--- config.mk ---
export PLATFORM = sky130hd
export DESIGN_NAME = ram_block_mover
export DESIGN_NICKNAME = d
export VERILOG_FILES = /design/src/rtl/ram_block_mover.sv
export SDC_FILE = /design/constraint.sdc
export NUM_CORES = 1
export LEC_CHECK = 0
export ABC_AREA = 1
export CAP_MARGIN = 20
export CELL_PAD_IN_SITES_DETAIL_PLACEMENT = 1
export CELL_PAD_IN_SITES_GLOBAL_PLACEMENT = 1
export CORE_ASPECT_RATIO = 1.2
export CORE_MARGIN = 2
export CORE_UTILIZATION = 38
export DETAILED_ROUTE_END_ITERATION = 10
export GPL_ROUTABILITY_DRIVEN = 0
export PLACE_DENSITY = 0.9
export SYNTH_ARGS = -nofsm -noshare
export SYNTH_HDL_FRONTEND = slang
export SYNTH_SLANG_ARGS = --single-unit
export TNS_END_PERCENT = 100
--- constraint.sdc ---
create_clock -name clk -period 4.2 [get_ports clk]
set_input_delay 1.26 -clock clk [delete_from_list [all_inputs] [get_ports clk]]
set_output_delay 1.26 -clock clk [all_outputs]
set_load 0.02 [all_outputs]
--- src/rtl/ram_block_mover.sv ---
// ---------------------------------------------------------------------------
// ram_block_mover
//
// Initiator-side block mover for a single-port RAM (12-bit address, 16-bit
// data, combinational read, write on the clock edge where load=1).  It either
// copies a block of words from src to dst, or fills a block at dst with a
// constant.  While busy=1 the engine owns the RAM port. A copy moves one word
// every two cycles (READ then WRITE). A fill writes one word per cycle.
//
// Ports
//   clk          in   1   system clock, all state on the rising edge
//   reset        in   1   synchronous, active-high reset
//   start        in   1   transfer request, sampled only in IDLE
//   mode         in   1   0 = copy src->dst, 1 = fill dst with fill_val
//   src          in   AW  copy source base address (ignored for fill)
//   dst          in   AW  destination base address
//   len          in   LW  word count; 0 is legal, values above 2**AW clamp
//   fill_val     in   DW  fill constant
//   busy         out  1   high while in READ or WRITE
//   done         out  1   one-cycle pulse when a transfer ends
//   count        out  LW  words written so far in the current/last transfer
//   mem_address  out  AW  RAM address
//   mem_in       out  DW  RAM write data
//   mem_load     out  1   RAM write enable
//   mem_out      in   DW  RAM read data (combinational from mem_address)
//   dbg_state_o  out  2   current FSM state, for checkers and debug
//
// Handshake: start is a level sampled on the rising edge while the engine is
// IDLE. Requests seen in READ, WRITE or DONE are dropped, not queued. The
// transfer parameters are captured on the accepting edge, so the requester
// may change them afterwards. Completion is signalled by a single-cycle done
// pulse, which is followed by IDLE.
//
// Every output is decoded from registered state, so no path exists from an
// input port to an output port.
// ---------------------------------------------------------------------------
module ram_block_mover #(
    parameter int AW = 12,
    parameter int DW = 16,
    parameter int LW = 13
) (
    input  logic          clk,
    input  logic          reset,
    input  logic          start,
    input  logic          mode,
    input  logic [AW-1:0] src,
    input  logic [AW-1:0] dst,
    input  logic [LW-1:0] len,
    input  logic [DW-1:0] fill_val,
    output logic          busy,
    output logic          done,
    output logic [LW-1:0] count,
    output logic [AW-1:0] mem_address,
    output logic [DW-1:0] mem_in,
    output logic          mem_load,
    input  logic [DW-1:0] mem_out,
    output logic [1:0]    dbg_state_o
);

    typedef enum logic [1:0] {
        S_IDLE  = 2'd0,
        S_READ  = 2'd1,
        S_WRITE = 2'd2,
        S_DONE  = 2'd3
    } state_e;

    // Largest legal transfer: the whole address space.
    localparam logic [LW-1:0] MAX_LEN = LW'(1 << AW);

    state_e        state_q, state_d;
    logic          mode_q, mode_d;
    logic [AW-1:0] src_ptr_q, src_ptr_d;
    logic [AW-1:0] dst_ptr_q, dst_ptr_d;
    logic [LW-1:0] remaining_q, remaining_d;
    logic [LW-1:0] count_q, count_d;
    logic [DW-1:0] fill_q, fill_d;
    logic [DW-1:0] data_q, data_d;
    // Address driven on the most recent READ/WRITE cycle. It is held on
    // the bus while IDLE or DONE so the RAM address does not glitch
    // between transfers.
    logic [AW-1:0] last_addr_q, last_addr_d;

    logic [LW-1:0] len_clamped;

    assign len_clamped = (len > MAX_LEN) ? MAX_LEN : len;

    // -----------------------------------------------------------------------
    // State and datapath registers
    // -----------------------------------------------------------------------
    always_ff @(posedge clk) begin
        if (reset) begin
            state_q     <= S_IDLE;
            mode_q      <= 1'b0;
            src_ptr_q   <= '0;
            dst_ptr_q   <= '0;
            remaining_q <= '0;
            count_q     <= '0;
            fill_q      <= '0;
            data_q      <= '0;
            last_addr_q <= '0;
        end else begin
            state_q     <= state_d;
            mode_q      <= mode_d;
            src_ptr_q   <= src_ptr_d;
            dst_ptr_q   <= dst_ptr_d;
            remaining_q <= remaining_d;
            count_q     <= count_d;
            fill_q      <= fill_d;
            data_q      <= data_d;
            last_addr_q <= last_addr_d;
        end
    end

    // -----------------------------------------------------------------------
    // Next-state logic
    // -----------------------------------------------------------------------
    always_comb begin
        state_d     = state_q;
        mode_d      = mode_q;
        src_ptr_d   = src_ptr_q;
        dst_ptr_d   = dst_ptr_q;
        remaining_d = remaining_q;
        count_d     = count_q;
        fill_d      = fill_q;
        data_d      = data_q;
        last_addr_d = last_addr_q;

        unique case (state_q)
            S_IDLE: begin
                if (start) begin
                    mode_d      = mode;
                    src_ptr_d   = src;
                    dst_ptr_d   = dst;
                    fill_d      = fill_val;
                    remaining_d = len_clamped;
                    count_d     = '0;
                    if (len_clamped == '0) begin
                        state_d = S_DONE;
                    end else if (mode) begin
                        state_d = S_WRITE;
                    end else begin
                        state_d = S_READ;
                    end
                end
            end

            S_READ: begin
                data_d      = mem_out;
                last_addr_d = src_ptr_q;
                state_d     = S_WRITE;
            end

            S_WRITE: begin
                // Pointers wrap silently at the top of the address space.
                src_ptr_d   = src_ptr_q + AW'(1);
                dst_ptr_d   = dst_ptr_q + AW'(1);
                remaining_d = remaining_q - LW'(1);
                count_d     = count_q + LW'(1);
                last_addr_d = dst_ptr_q;
                if (remaining_q == LW'(1)) begin
                    state_d = S_DONE;
                end else if (mode_q) begin
                    state_d = S_WRITE;
                end else begin
                    state_d = S_READ;
                end
            end

            S_DONE: begin
                state_d = S_IDLE;
            end

            default: begin
                state_d = S_IDLE;
            end
        endcase
    end

    // -----------------------------------------------------------------------
    // Output decode (registered state only)
    // -----------------------------------------------------------------------
    always_comb begin
        busy        = 1'b0;
        done        = 1'b0;
        mem_load    = 1'b0;
        mem_in      = '0;
        mem_address = last_addr_q;

        unique case (state_q)
            S_READ: begin
                busy        = 1'b1;
                mem_address = src_ptr_q;
            end
            S_WRITE: begin
                busy        = 1'b1;
                mem_load    = 1'b1;
                mem_address = dst_ptr_q;
                mem_in      = mode_q ? fill_q : data_q;
            end
            S_DONE: begin
                done = 1'b1;
            end
            default: begin
            end
        endcase
    end

    assign count       = count_q;
    assign dbg_state_o = state_q;

endmodule
## Yosys cells after proc, flatten, opt, wreduce, memory -nomap -nowiden

Cells that the tools add are included.

- Bits in registers: 97
- Logic and storage cells: 46

- Add/subtract/negate cells: 4
- Reductions and logical operators: 6
- Order comparisons: 1
- Eq/ne operators: 5
- Mux-type cells: 21

Operator list:

| operator | count |
|---|---|
| one-hot mux 12 bit (2 select lines) | 3 |
| one-hot mux 13 bit (2 select lines) | 2 |
| 2-to-1 mux 13 bit | 3 |
| 2-to-1 mux 16 bit | 2 |
| adder 12 x 1 -> 12 bit (second input constant) | 2 |
| 2-to-1 mux 12 bit | 2 |
| adder 13 x 1 -> 13 bit (second input constant) | 1 |
| == test 13 x 1 -> 1 bit (second input constant) | 1 |
| > comparator 13 bit (second input constant) | 1 |
| zero test 13 bit | 1 |
| subtractor 13 x 1 -> 13 bit (second input constant) | 1 |
| 2-to-1 mux 2 bit | 5 |
| one-hot mux 2 bit (4 select lines) | 1 |
| == test 2 bit (second input constant) | 2 |
| AND reduction 2 bit | 2 |
| 2-to-1 mux 1 bit | 3 |
| == test 2 x 1 -> 1 bit (second input constant) | 1 |
| zero test 2 bit | 1 |
| inequality test 2 bit (second input constant) | 1 |
| nonzero test 2 bit | 1 |
| OR reduction 2 bit | 1 |

## Longest topological paths before layout

- Depth after elaboration: 6
- Depth in mapped cells: 12
- Depth with buffers taken out: 12

## Least setup slack after synthesis

Ideal clock, no wire load.

- Path kind: reg-to-output
- Start: register state_q[1] (netlist: dbg_state_o[1])
- End: output port mem_in[10]
- Data required time: 2.940 ns
- Path slack: 1.142 ns
- Path buffers: 3
- Arrival: 1.798 ns
- Cell stages (with the launch flop): 7
- Cell sequence: dfxtp_1 > ha_1 > buf_4 > buf_2 > clkbuf_1 > o21ai_0 > nor2_1

- Cells in the longest elaborated chain, start to end: 2

Ends and longest elaborated chain:

| what | line | text |
|---|---|---|
| start, declared | 70 | `state_e state_q, state_d;` |
| start signal, assigned | 102 | `state_q <= state_d;` |
| == test 2 bit | 189 | `unique case (state_q)` |
| 2-to-1 mux 16 bit | 189 |  |
| end, declared | 54 | `output logic [DW-1:0] mem_in,` |

Every way passes these cells.

## Worst setup path after layout

- Start: register state_q[0] (netlist: dbg_state_o[0])
- End: output port mem_address[2]

- Cells in the longest elaborated chain, start to end: 2
- Elaborated cells on any way between the ends: 3
- Those cells by class: eq/ne: 2; mux: 1

Ends and longest elaborated chain:

| what | line | text |
|---|---|---|
| == test 2 bit / == test 2 x 1 -> 1 bit (equally long branches) | 189 |  |
| one-hot mux 12 bit (2 select lines) (*) | 189 |  |
| end, declared | 53 | `output logic [AW-1:0] mem_address,` |

Every way passes the cells marked *; elsewhere a longest branch is shown, timed or not.

==> flow_summary.toml <==
[outcome]
outcome = "complete, no violations"

[route]
drcViolationCount = 0
ant_nets = 0
drt_iter0_drc = 383
avgRoutedWirePerCell_microns = 15.5
via_per_inst = 5.27
routed_wl_microns = 16400
first_pass_iters = 4
vias = 5581

[setup_path]
cpPeakStageDelay_ns = 0.67
required_ns = 2.94
criticalPathCategory = "flop to output pin"
arrival_ns = 2.66
critPathBufInv = 3
startpoint_type = "flop"
path_cells = "inv_1 > ha_1 > inv_1 > a21oi_1 > a21oi_1 > clkdlybuf4s50_1"
cp_top_family = "buffers and inverters"
crit-reg2reg-launch = "dbg_state_o[0]"
cp_max_fo = 14
crit_path_start = "dbg_state_o[0]"
rr_endpoint = "count[10]"
reg2reg_depth = 12
worstSetupEndpointType = "output pin"
r2r_slack_ns = 1.71
cp_slowest_cell = "clkdlybuf4s50_1"

[synth]
synth_cells = 792
synthTopCellsByArea = "dfxtp_1 37%, nor2_1 12%, nand2_1 11%, o21ai_0 8.8%, a21oi_1 6.3%"
netlist_area_sq_um = 5200
synth.net_count = 874
yosysWarnings = 0
ys_ff_latch = 97
synth-edff-count = 0
synth_top_area_share_pct = 37.3
syn_area_per_cell_sq_um = 6.57
synth_cell_type_count = 41
synth_flop_cell = "dfxtp_1"
ys_seq_area_share_pct = 37.3
yosys.area.top_type = "dfxtp_1"
async_flop_share_pct = 0

[floorplan]
ios = 119
dieHeight_microns = 132
die_x_microns = 111
row_count = 46
initial_core_util_pct = 39.1
die_area_sq_um = 14600
core_area_sq_um = 13300

[clock_network]
cts_setup_buffers = 0
clk_latency_ns = 0.35
clk_pin_slew_ns = 0.07
cts_tree = "built"
clock-root-buffer = "clkbuf_16"
holdBufCountCts = 0
cts_made_buffers = 9
clk_path_buf_depth = 2
h-tree-depth = 3
cts_resized = 0
clock_sinks = 97

[worst_hold_path]
min_path_type = "flop to flop"
min_path_cells = 2
hold_start = "count[11]"
hold-path-endpoint = "count[11]"

[timing]
rsz0062_at_grt = "no"
hold_ws_ns = 0.476
layout_min_cycle_time_ns = 3.92
final-setup-viol-count = 0
hold_viol_final = 0
max_freq_mhz = 255
finalCritPeriodShare_pct = 93.4
tns_ns = 0
skew_ns = 0.00652
worst_pin_slew_ns = 0.724
slew_headroom_pct = 51.6
slew_violations = 0

[grt]
grt_pass1_wl_microns = 27300
grt_max_degree = 44
antenna_found_initial = 0
grt_usage_pct = 22.4
overflow = 0
grt_pass1_vias = 5722

[placed_design]
dp_hpwl_microns = 11800
io_buffers = 118

[layout]
final_common_cell = "nor2_1"
diodes = 0
final_cell_mix = "160 x nor2_1, 156 x nand2_1, 118 x clkdlybuf4s50_1, 97 x dfxtp_1, 91 x o21ai_0"
drive_gt1_share_pct = 5.72
area_delta_synth_final_pct = 29.6
fillers = 1724
multi_input_area_sq_um = 2840
seq_area_sq_um = 1940
layout.nets = 968

[flow_run]
cap_violations = 0

[pwr]
peakVddDrop_uv = 172
pwr-share-comb_pct = 26.1
p_seq_share_pct = 42.2
sw_frac_of_total_pct = 34.9
p_leak_nw = 2.71
total_power_mw = 2.59
power_density_nw_per_um2 = 384
internal_power_mw = 1.68
power.switching_mw = 0.904
clkPwrFrac_pct = 31.7
==> metal layers <==
layer	track usage (%)	routed length, microns	vias up
met5	0	0	-
met4	8.33	292	0
met3	2.39	586	19
met2	39.9	8240	116
met1	28.0	7330	2660
li1	-	-	2786
==> cells in the mapped netlist (all sizes together) (3+ instances only) <==
cell type and n:
nor2 168, nand2 162, dfxtp 97, o21ai 94, a21oi 67, inv 54, nand3 43, buf 30
clkbuf 13, a31oi 9, ha 9, nand4 9, nor3 9, o211ai 7, a211oi 4, nand3b 3
o21a 3
==> through the flow <==
| stage | setup slack, ns | cell area, sq um | cells | util, % |
|---|---|---|---|---|
| floorplan | 1.14 | 5200 | 792 | - |
| global placement | 0.718 | 6450 | 1043 | 48.5 |
| detailed placement | 0.670 | 6450 | 1043 | 48.5 |
| CTS | 0.283 | 6740 | 1059 | 50.7 |
| global route | 0.0257 | 6740 | 1059 | 50.7 |
| finish | 0.276 | 6740 | 1059 | 50.7 |
==> worst max-delay path by stage <==
| stage | endpoint | slack [ns] | depth (start not counted) |
|---|---|---|---|
| after global routing | mem_address[2] | 0.03 | 6 |
| after CTS | mem_address[2] | 0.28 | 6 |
| after floorplan | mem_in[10] | 1.14 | 6 |
| final | mem_address[2] | 0.28 | 6 |
| after detailed placement | mem_address[2] | 0.67 | 6 |
| after global placement | mem_in[11] | 0.72 | 4 |
==> flip-flops by register name, indices dropped and copies added, names as in the netlist <==
signal and count:
count 13, mode_q 1, dbg_state_o 2, remaining_q 13
data_q 16, last_addr_q 12, dst_ptr_q 12, fill_q 16
src_ptr_q 12
==> area by class of cell <==
class | instances | share of cell area (%)
clock buffers | 9 | 3.34
clock inverters | 7 | 0.947
inverters | 55 | 3.10
multi-input cells | 597 | 42.1
flip-flops and latches | 97 | 28.8
well taps | 168 | 3.12
repair buffers | 126 | 18.6
==> cells by family (layout without fill, tap and decap cells) <==
| group | after synthesis | count (layout) | share of synthesized area (%) |
|---|---|---|---|
| flip-flops | 97 | 97 | 37.3 |
| adder cells (fa/ha/maj) | 9 | 9 | 2.17 |
| AND/OR/NAND/NOR | 399 | 399 | 32.7 |
| XOR/XNOR | 1 | 1 | 0.168 |
| AO/OA/AOI/OAI | 188 | 188 | 19.5 |
| buffers and inverters | 98 | 197 | 8.15 |
==> worst register-to-register path, delay by kind of cell (launching register included) <==
kind	cells	cell delay, ns
adder cells (fa/ha/maj)	1	0.36
buffers and inverters	3	0.74
flip-flops	1	0.35
AND/OR/NAND/NOR	8	0.94
==> power by group through the flow <==
stage	registers [mW]	logic, mW	clock network (mW)
after floorplan	1.09	0.443	0
final	1.09	0.674	0.821
after global placement	1.11	0.653	0
after CTS	1.09	0.677	0.831
after global routing	1.11	0.755	0.866
after detailed placement	1.11	0.673	0
No activity file was read; power rests on OpenSTA's default activity.
